$ cat config.mk
export PLATFORM = sky130hd
export DESIGN_NAME = timer_unit
export DESIGN_NICKNAME = d
export VERILOG_FILES = /design/src/rtl/timer_unit.sv
export SDC_FILE = /design/constraint.sdc
export NUM_CORES = 1
export LEC_CHECK = 0
export ABC_CLOCK_PERIOD_IN_PS = 2400
export CORE_UTILIZATION = 45
export CTS_BUF_LIST = sky130_fd_sc_hd__clkbuf_16
export CTS_CLUSTER_SIZE = 10
export DETAILED_ROUTE_END_ITERATION = 8
export DONT_BUFFER_PORTS = 1
export GPL_TIMING_DRIVEN = 0
export PLACE_DENSITY = 0.69
export SLEW_MARGIN = 20
export SYNTH_ARGS = -nofsm -noshare
export SYNTH_HDL_FRONTEND = slang
export SYNTH_SLANG_ARGS = --single-unit
export TNS_END_PERCENT = 1
$ cat constraint.sdc
create_clock -name clk -period 2.4 [get_ports clk]
set_input_delay 0.24 -clock clk [delete_from_list [all_inputs] [get_ports clk]]
set_output_delay 0.24 -clock clk [all_outputs]
set_load 0.005 [all_outputs]
$ cat src/rtl/timer_unit.sv
// Millisecond down-counting timer: a cycle prescaler divides the clock into
// millisecond ticks, and a 3-state FSM tracks idle / counting / finished.
module timer_unit #(
    parameter int CLK_HZ = 27000000
) (
    input  logic        clk,
    input  logic        rst,
    input  logic [15:0] time_ms,
    input  logic [7:0]  start,
    input  logic [7:0]  interrupt_enable,
    output logic        done,
    output logic        busy,
    output logic        interrupt
);

    localparam int CYCLES_PER_MS = CLK_HZ / 1000;
    localparam int PRE_W = (CYCLES_PER_MS > 1) ? $clog2(CYCLES_PER_MS) : 1;
    localparam logic [PRE_W-1:0] PRE_MAX = PRE_W'(CYCLES_PER_MS - 1);

    typedef enum logic [1:0] {
        S_IDLE = 2'd0,
        S_RUN  = 2'd1,
        S_DONE = 2'd2
    } state_t;

    state_t           state_q, state_d;
    logic [PRE_W-1:0] pre_q, pre_d;
    logic [15:0]      rem_q, rem_d;
    logic             start_prev_q;
    logic             done_q, done_d;
    logic             busy_q, busy_d;
    logic             irq_q, irq_d;

    logic start_lvl;
    logic start_edge;
    logic ms_tick;
    logic terminal;

    assign start_lvl  = |start;
    assign start_edge = start_lvl & ~start_prev_q;
    assign ms_tick    = (pre_q == PRE_MAX);
    // Terminal count is the last prescaler cycle of the last millisecond.
    assign terminal   = (state_q == S_RUN) && ms_tick && (rem_q == 16'd1);

    // State register and all datapath registers.
    always_ff @(posedge clk or posedge rst) begin
        if (rst) begin
            state_q      <= S_IDLE;
            pre_q        <= '0;
            rem_q        <= '0;
            start_prev_q <= 1'b0;
            done_q       <= 1'b0;
            busy_q       <= 1'b0;
            irq_q        <= 1'b0;
        end else begin
            state_q      <= state_d;
            pre_q        <= pre_d;
            rem_q        <= rem_d;
            start_prev_q <= start_lvl;
            done_q       <= done_d;
            busy_q       <= busy_d;
            irq_q        <= irq_d;
        end
    end

    // Next-state logic; a start edge overrides every state, including a
    // terminal count on the same cycle.
    always_comb begin
        state_d = state_q;
        if (start_edge) begin
            state_d = (time_ms == 16'd0) ? S_DONE : S_RUN;
        end else begin
            case (state_q)
                S_IDLE:  state_d = S_IDLE;
                S_RUN:   state_d = terminal ? S_DONE : S_RUN;
                S_DONE:  state_d = S_DONE;
                default: state_d = S_IDLE;
            endcase
        end
    end

    always_comb begin
        pre_d = pre_q;
        rem_d = rem_q;
        if (start_edge) begin
            pre_d = '0;
            rem_d = time_ms;
        end else if (state_q == S_RUN) begin
            if (ms_tick) begin
                pre_d = '0;
                rem_d = rem_q - 16'd1;
            end else begin
                pre_d = pre_q + PRE_W'(1);
            end
        end
    end

    // Output logic: registered levels follow the next state; the interrupt
    // samples the enable only on the completing edge.
    always_comb begin
        done_d = (state_d == S_DONE);
        busy_d = (state_d == S_RUN);
        irq_d  = 1'b0;
        if (start_edge) begin
            irq_d = (time_ms == 16'd0) && (|interrupt_enable);
        end else if (terminal) begin
            irq_d = |interrupt_enable;
        end
    end

    assign done      = done_q;
    assign busy      = busy_q;
    assign interrupt = irq_q;

endmodule

==> run summary, run 1 <==
CP Cell Sequence - or4_4 -> or4_1 -> buf_2 -> or4_1 -> a31oi_1
Detail Placement HPWL - 3629 µm
Syn Inst Count - 239
Global Route Usage Sum - 20.75%
fin crit share - 98.52%
Syn Nets - 278
Port Buf Inserts - 0
CP required - 2610 ps
CTS tree - yes
worst vdd ir - 459.9 µV
Routed WL - 4899 µm
row count - 24
Layout fillers - 397
CTS buffer count - 5
Die X - 71.42 µm
Vias/cell - 6.238
Most used DFF post-synth - dfrtp_1
wire per inst - 16.17 µm
Final Util - 54.89%
FF-to-FF setup slack - 40 ps
endpoint type of the worst setup path - flop
vias post-DR - 1890
Area after DPL - 2261 µm²
Max-Slew Margin vs Limit - 47.54%
I/O pins - 37
DRC - 0
clock sinks - 37
Setup WS post-layout - 35.58 ps
H-Tree Depth - 2
Final #Nets - 289
Pint - 0.001406 W
LEAKAGE - 0.9597 nW
Clock Tree Buf Depth - 2
critical path's largest stage delay - 580 ps
sequential area share after synthesis - 42.70%
WS Path Type - flop to flop
Initial Util - 48.14%
P_sw - 0.0005849 W
vias in the first global route - 1708
Pwr Total - 0.001991 W
Max Cap Viol - 0
unrepaired setup endpoints after global routing - true
global-route wire length before repair - 8114 µm
Slew Limit Fails - 0
syn_area_per_cell - 9.073 µm²
Switching Fraction - 29.37%
Clk network pwr share - 37.7%
CP dominant cell by count - or4_1
Clock Skew - 8.258 ps
layout cells sized above 1 - 13.15%
post-synthesis cell type count - 44
die height - 71.42 µm
Comb pwr share - 19.5%
Peak Freq - 422.9 MHz
Warnings, synthesis - 0
Root Driver - clkbuf_16
antenna violations before repair - 0
crit path time final - 2364 ps
antenna viol nets, final - 0
Max stage delay cell, worst path - or4_4
Placement Setup Slack - -91.00 ps
Multi-input gate area - 1161 µm²
n_diodes - 0
worst skew pair latency - 280 ps
status - complete, no violations
Setup crit start kind - flop
fin area - 2472 µm²
GRT overflow - 0
final hold violations - 0
Sequential Area - 925.9 µm²
worst-path fanout max - 7
initial drt markers - 168
Post-Syn Area - 2168 µm²
FFs w/ async S/R, synth - 100.0%
worst hold path type - primary input to flop
gpl congestion - 0.8117
hold_ws - 80.62 ps
largest net degree at the start of global routing - 23
Worst Tran Pin Value - 779.7 ps
core area - 4504 µm²
final setup fails - 0
sequential share of power - 42.8%
die area - 5100 µm²
area growth from synthesis to layout - 14.02%
Crit path arrival time - 2570 ps
clock-pin transition on the worst setup and hold timing paths - 60 ps
pwr dens - 805.3 nW/µm²
FF+latch count, synth - 37
TritonRoute pass-1 iters - 4
Post-synth EDFFs - 0
power by group through the flow:
stage | registers (W) | logic [W] | clock network [W]
after floorplan | 0.000828 | 0.000296 | 0
after global placement | 0.000853 | 0.000349 | 0
after detailed placement | 0.000856 | 0.000365 | 0
after CTS | 0.000847 | 0.000369 | 0.000760
after global routing | 0.000866 | 0.000442 | 0.000797
final | 0.000853 | 0.000388 | 0.000751
cell usage after synthesis (3+ instances only):
cell type | number | area (µm²)
dfrtp_1 | 37 | 925.9
nor2_1 | 31 | 116.4
nand2_1 | 16 | 60.06
nand4_1 | 15 | 93.84
nor4_1 | 15 | 93.84
a31oi_1 | 14 | 87.58
inv_1 | 10 | 37.54
xnor2_1 | 10 | 87.58
o21ai_0 | 9 | 45.04
o31ai_1 | 8 | 60.06
nand3_1 | 6 | 30.03
or3_1 | 6 | 37.54
or4_1 | 6 | 45.04
a21oi_1 | 5 | 25.02
ha_1 | 5 | 62.56
clkbuf_1 | 4 | 15.01
nor3_1 | 4 | 20.02
and3_1 | 3 | 18.77
or2_2 | 3 | 18.77
worst paths after layout:
check | from | end | depth (start not counted)
worst max-delay path | rem_q[2] | rem_q[14] | 5
min in group asynchronous | rst | done | 2
worst min-delay path | time_ms[0] | rem_q[0] | 2
max in group asynchronous | rst | rem_q[5] | 3
worst min register to register | pre_q[14] | pre_q[14] | 2
worst max register to register | rem_q[2] | rem_q[14] | 5
layer usage:
| layer | share of wire (%) | track usage [%] |
|---|---|---|
| met1 | 48 | 29.02 |
| met2 | 45 | 31.85 |
| met3 | 5.7 | 4.079 |
| met4 | 1.3 | 8.000 |
| met5 | 0 | 0 |
logic make-up after synthesis:
kind of cell / after synthesis / synth area share (%)
buf+inv: 19 / 4.443
flops: 37 / 42.70
mux: 1 / 0.5193
simple gates: 120 / 30.99
compound gates: 45 / 13.62
xor+xnor: 12 / 4.847
fa+ha+maj: 5 / 2.885
critical path, delay by kind of cell (launching register included):
| family | cells | cell delay [ps] |
|---|---|---|
| and+or+nand+nor | 3 | 1530 |
| DFF | 1 | 420 |
| buffers and inverters | 1 | 180 |
| AOI/OAI and AO/OA | 1 | 160 |
cell usage in the layout, fill, tap and decap left out, types with 4 or more instances in the layout:
| cell type | netlist | layout |
|---|---|---|
| o31ai_1 | 8 | 8 |
| clkbuf_16 | 0 | 5 |
| a21oi_1 | 5 | 5 |
| nor3_1 | 4 | 4 |
| nor4_1 | 15 | 15 |
| nand3_1 | 6 | 6 |
| or3_1 | 6 | 6 |
| dfrtp_1 | 37 | 37 |
| nor2_1 | 31 | 31 |
| ha_1 | 5 | 4 |
| clkbuf_1 | 4 | 4 |
| nand4_1 | 15 | 15 |
| inv_1 | 10 | 9 |
| xnor2_1 | 10 | 10 |
| nand2_1 | 16 | 16 |
| a31oi_1 | 14 | 14 |
| or4_1 | 6 | 6 |
| o21ai_0 | 9 | 9 |
through the flow:
step                      cells  setup TNS (ps)
after floorplan             239               0
after global placement      291          -72.40
after detailed placement    292          -155.1
after CTS                   301               0
after global routing        303          -156.6
final                       303               0
flip-flops by register name (all words and copies together) (netlist names):
register and cells:
busy 1, done 1, interrupt 1, pre_q 15
rem_q 16, start_prev_q 1, state_q 2
final cells by class:
| type | count | share of cell area, % |
|---|---|---|
| multi-input cells | 183 | 46.96 |
| flip-flops and latches | 37 | 37.45 |
| clock buffers | 5 | 5.061 |
| well taps | 52 | 2.632 |
| plain buffers | 9 | 2.379 |
| repair buffers | 4 | 2.126 |
| clock inverters | 3 | 1.872 |
| inverters | 10 | 1.518 |
timing repair:
action | 4_1_cts | 5_1_grt
hold buffers | 1 | 0
endpoints found under the setup margin | 2 | 6
gates resized for setup | 1 | 2
setup buffers | 0 | 2
pin swaps | 0 | 1
endpoints found under the hold margin | 15 | 0
No activity file was read; power rests on OpenSTA's default activity.
==> run 2, diff against run 1 <==
ABC_AREA = 1   (was default)
CORE_MARGIN = 2   (was default)
==> run 2 against run 1 <==
  * Wire length grew 19%
  * Cell count is 45% higher
  * Non-clock buffer count fell by 3
  * Die area rose by 18%
  * Sequential share of layout area fell by 3.5 points
  * Utilization down 2.1 points
  * Largest power group unchanged
==> run summary, run 2 <==
Clock Skew - 5.309 ps (-2.948 ps)
clock sinks - 37 (unchanged)
final hold violations - 0 (unchanged)
GRT overflow - 0 (unchanged)
crit path time final - 1772 ps (-592.5 ps)
ranking of synthesized cells by area - dfrtp_1, nand2_1, nor2_1
LEAKAGE - 1.304 nW (+36%)
sequential share of power - 40.8% (-2.0 points)
worst vdd ir - 373.4 µV (-19%)
FFs w/ async S/R, synth - 100.0% (unchanged)
Comb pwr share - 21.4% (+1.9 points)
Pint - 0.001364 W (-3.0%)
final setup fails - 0 (unchanged)
fin crit share - 73.83% (-25 points)
largest register by flop count - rem_q
Die X - 77.71 µm (+8.8%)
initial drt markers - 187 (+11%)
worst-path fanout max - 10 (+3)
area growth from synthesis to layout - 11.67%
TritonRoute pass-1 iters - 4 (unchanged)
Warnings, synthesis - 0 (unchanged)
row count - 26 (+8.3%)
Syn Inst Count - 359 (+50%)
global-route wire length before repair - 10010 µm (+23%)
endpoint type of the worst setup path - flop
share of the synthesized area in the top cell type - 37.87% (-4.8 points)
unrepaired setup endpoints after global routing - false
P_sw - 0.0006341 W (+8.4%)
worst hold path type - primary input to flop
cell taking the most area after synthesis - dfrtp_1
post-synthesis cell type count - 31 (-30%)
Port Buf Inserts - 0 (unchanged)
met3 wire len - 252 µm (-9.4%)
Root Driver - clkbuf_16
Clk network pwr share - 37.8% (about the same)
Post-synth EDFFs - 0 (unchanged)
Worst Tran Pin Value - 464.8 ps (-314.9 ps)
Global Route Usage Sum - 21.01% (+0.26 points)
Clock Tree Buf Depth - 2 (unchanged)
antenna violations before repair - 0 (unchanged)
Regs by FF count - rem_q x16, pre_q x15, state_q x2
Slew Limit Fails - 0 (unchanged)
status - complete, no violations
routed wl met2 - 2783 µm (+27%)
gpl congestion - 0.9411 (+16%)
I/O pins - 37 (unchanged)
hold_ws - 121.3 ps (+40.71 ps)
most frequent cells in the layout - nand2_1, nor2_1, dfrtp_1
n_diodes - 0 (unchanged)
Final Util - 52.78% (-2.1 points)
Routed WL - 5842 µm (+19%)
M1 WL - 2666 µm (+13%)
pwr dens - 731.9 nW/µm² (-9.1%)
Crit path arrival time - 1990 ps (-580 ps)
Switching Fraction - 31.73% (+2.4 points)
max reg flops - 16 (unchanged)
fin area - 2730 µm² (+10%)
TNS Setup - 0 ps (unchanged)
largest net degree at the start of global routing - 28 (+22%)
CP required - 2620 ps (about the same)
Vias/cell - 5.216 (-16%)
FF+latch count, synth - 37 (unchanged)
Peak Freq - 564.4 MHz (+33%)
Syn Nets - 398 (+43%)
sequential area share after synthesis - 37.87% (-4.8 points)
vias post-DR - 2290 (+21%)
core area - 5172 µm² (+15%)
WS Path Type - flop to flop
syn_area_per_cell - 6.810 µm² (-25%)
Post CTS Setup Buffer Count - 0 (unchanged)
Initial Util - 47.27% (-0.87 points)
Setup crit start kind - flop
Max-Slew Margin vs Limit - 69.01% (+21 points)
worst skew pair latency - 290 ps (about the same)
DRC - 0 (unchanged)
most common cell after layout, fill and taps aside - nand2_1
commonest cells in the netlist - nand2_1, nor2_1, dfrtp_1, inv_1, nand3_1
Final #Nets - 407 (+41%)
CTS buffer count - 5 (unchanged)
Most used DFF post-synth - dfrtp_1
Post-Syn Area - 2445 µm² (+13%)
die area - 6039 µm² (+18%)
most instantiated library cell after synthesis - nand2_1
Detail Placement HPWL - 4406 µm (+21%)
Area after DPL - 2552 µm² (+13%)
H-Tree Depth - 2 (unchanged)
highest routed metal layer - met4
Pwr Total - 0.001998 W (+0.36%)
Max Cap Viol - 0 (unchanged)
vias in the first global route - 2155 (+26%)
antenna viol nets, final - 0 (unchanged)
layout cells sized above 1 - 8.943% (-4.2 points)
die height - 77.71 µm (+8.8%)
clock-pin transition on the worst setup and hold timing paths - 60 ps (about the same)
wire per inst - 13.31 µm (-18%)
CTS tree - yes
## run 2: changes by cell type after synthesis, moves of 11 or more
cell,change
a31oi_1,-11
nand2_1,+84
nor4_1,-13
nor2_1,+31
nand3_1,+27
inv_1,+26
## run 2: logic make-up after synthesis
family / Yosys count / synth area share (%)
xor gates and xnor gates: 7 / 2.508
buffers and inverters: 48 / 8.854
adders and majority gates: 5 / 2.559
and+or+nand+nor: 223 / 39.05
DFF: 37 / 37.87
AOI/OAI and AO/OA: 39 / 9.161
## run 2: layout make-up
cell class,instances,area [µm²]
buffer,8,61.31
timing repair buffer,2,30.03
sequential,37,925.9
clock inverter,3,42.54
inverter,40,155.1
multi-input combinational,274,1303
tap,70,87.58
clock buffer,5,125.1
fill,517,2442
## run 2: through the flow
stage / cells / setup slack [ps]
2_1_floorplan: 359 / 909.6
3_3_place_gp: 429 / 642.3
3_5_place_dp: 430 / 676.1
4_1_cts: 439 / 638.9
5_1_grt: 439 / 439.1
6_report: 439 / 628.1
## run 2: path summary, 6_finish.rpt
| path | startpoint | endpoint | slack, ps | depth (start not counted) |
|---|---|---|---|---|
| setup / recovery | pre_q[0] | rem_q[13] | 630 | 12 |
| hold / removal | time_ms[13] | rem_q[13] | 120 | 2 |
| setup reg to reg | pre_q[0] | rem_q[13] | 630 | 12 |
| hold reg to reg | rem_q[14] | rem_q[14] | 510 | 2 |
| max in group asynchronous | rst | rem_q[13] | 1620 | 3 |
| min in group asynchronous | rst | start_prev_q | 350 | 2 |
## run 2: power groups by stage
stage / Sequential (W) / Clock, W / Combinational, W
6_report: 0.000816 / 0.000755 / 0.000427
5_1_grt: 0.000830 / 0.000803 / 0.000494
4_1_cts: 0.000814 / 0.000770 / 0.000427
3_5_place_dp: 0.000824 / 0 / 0.000421
3_3_place_gp: 0.000824 / 0 / 0.000409
2_1_floorplan: 0.000802 / 0 / 0.000347
## run 2: per-layer routing
| metal | vias up | track usage (%) |
|---|---|---|
| met4 | 0 | 9.464 |
| met1 | 1060 | 26.97 |
| met5 | - | 0 |
| met2 | 50 | 34.48 |
| li1 | 1168 | - |
| met3 | 12 | 3.721 |
## run 2: what timing repair did
item,4_1_cts,5_1_grt
resized for setup,0,0
hold endpoints to repair,10,0
hold buffers,1,0
## run 2: worst max-delay path, cell delays in order, from the launching register on
cell      delay [ps]
dfrtp_1          400
ha_1             270
nand2_2           90
inv_2             70
nand2_1           50
nor2_1           110
nand2_1          110
nand2_2          100
nand2_4          110
inv_6            110
buf_8            140
o211ai_2          80
nand2_1           60
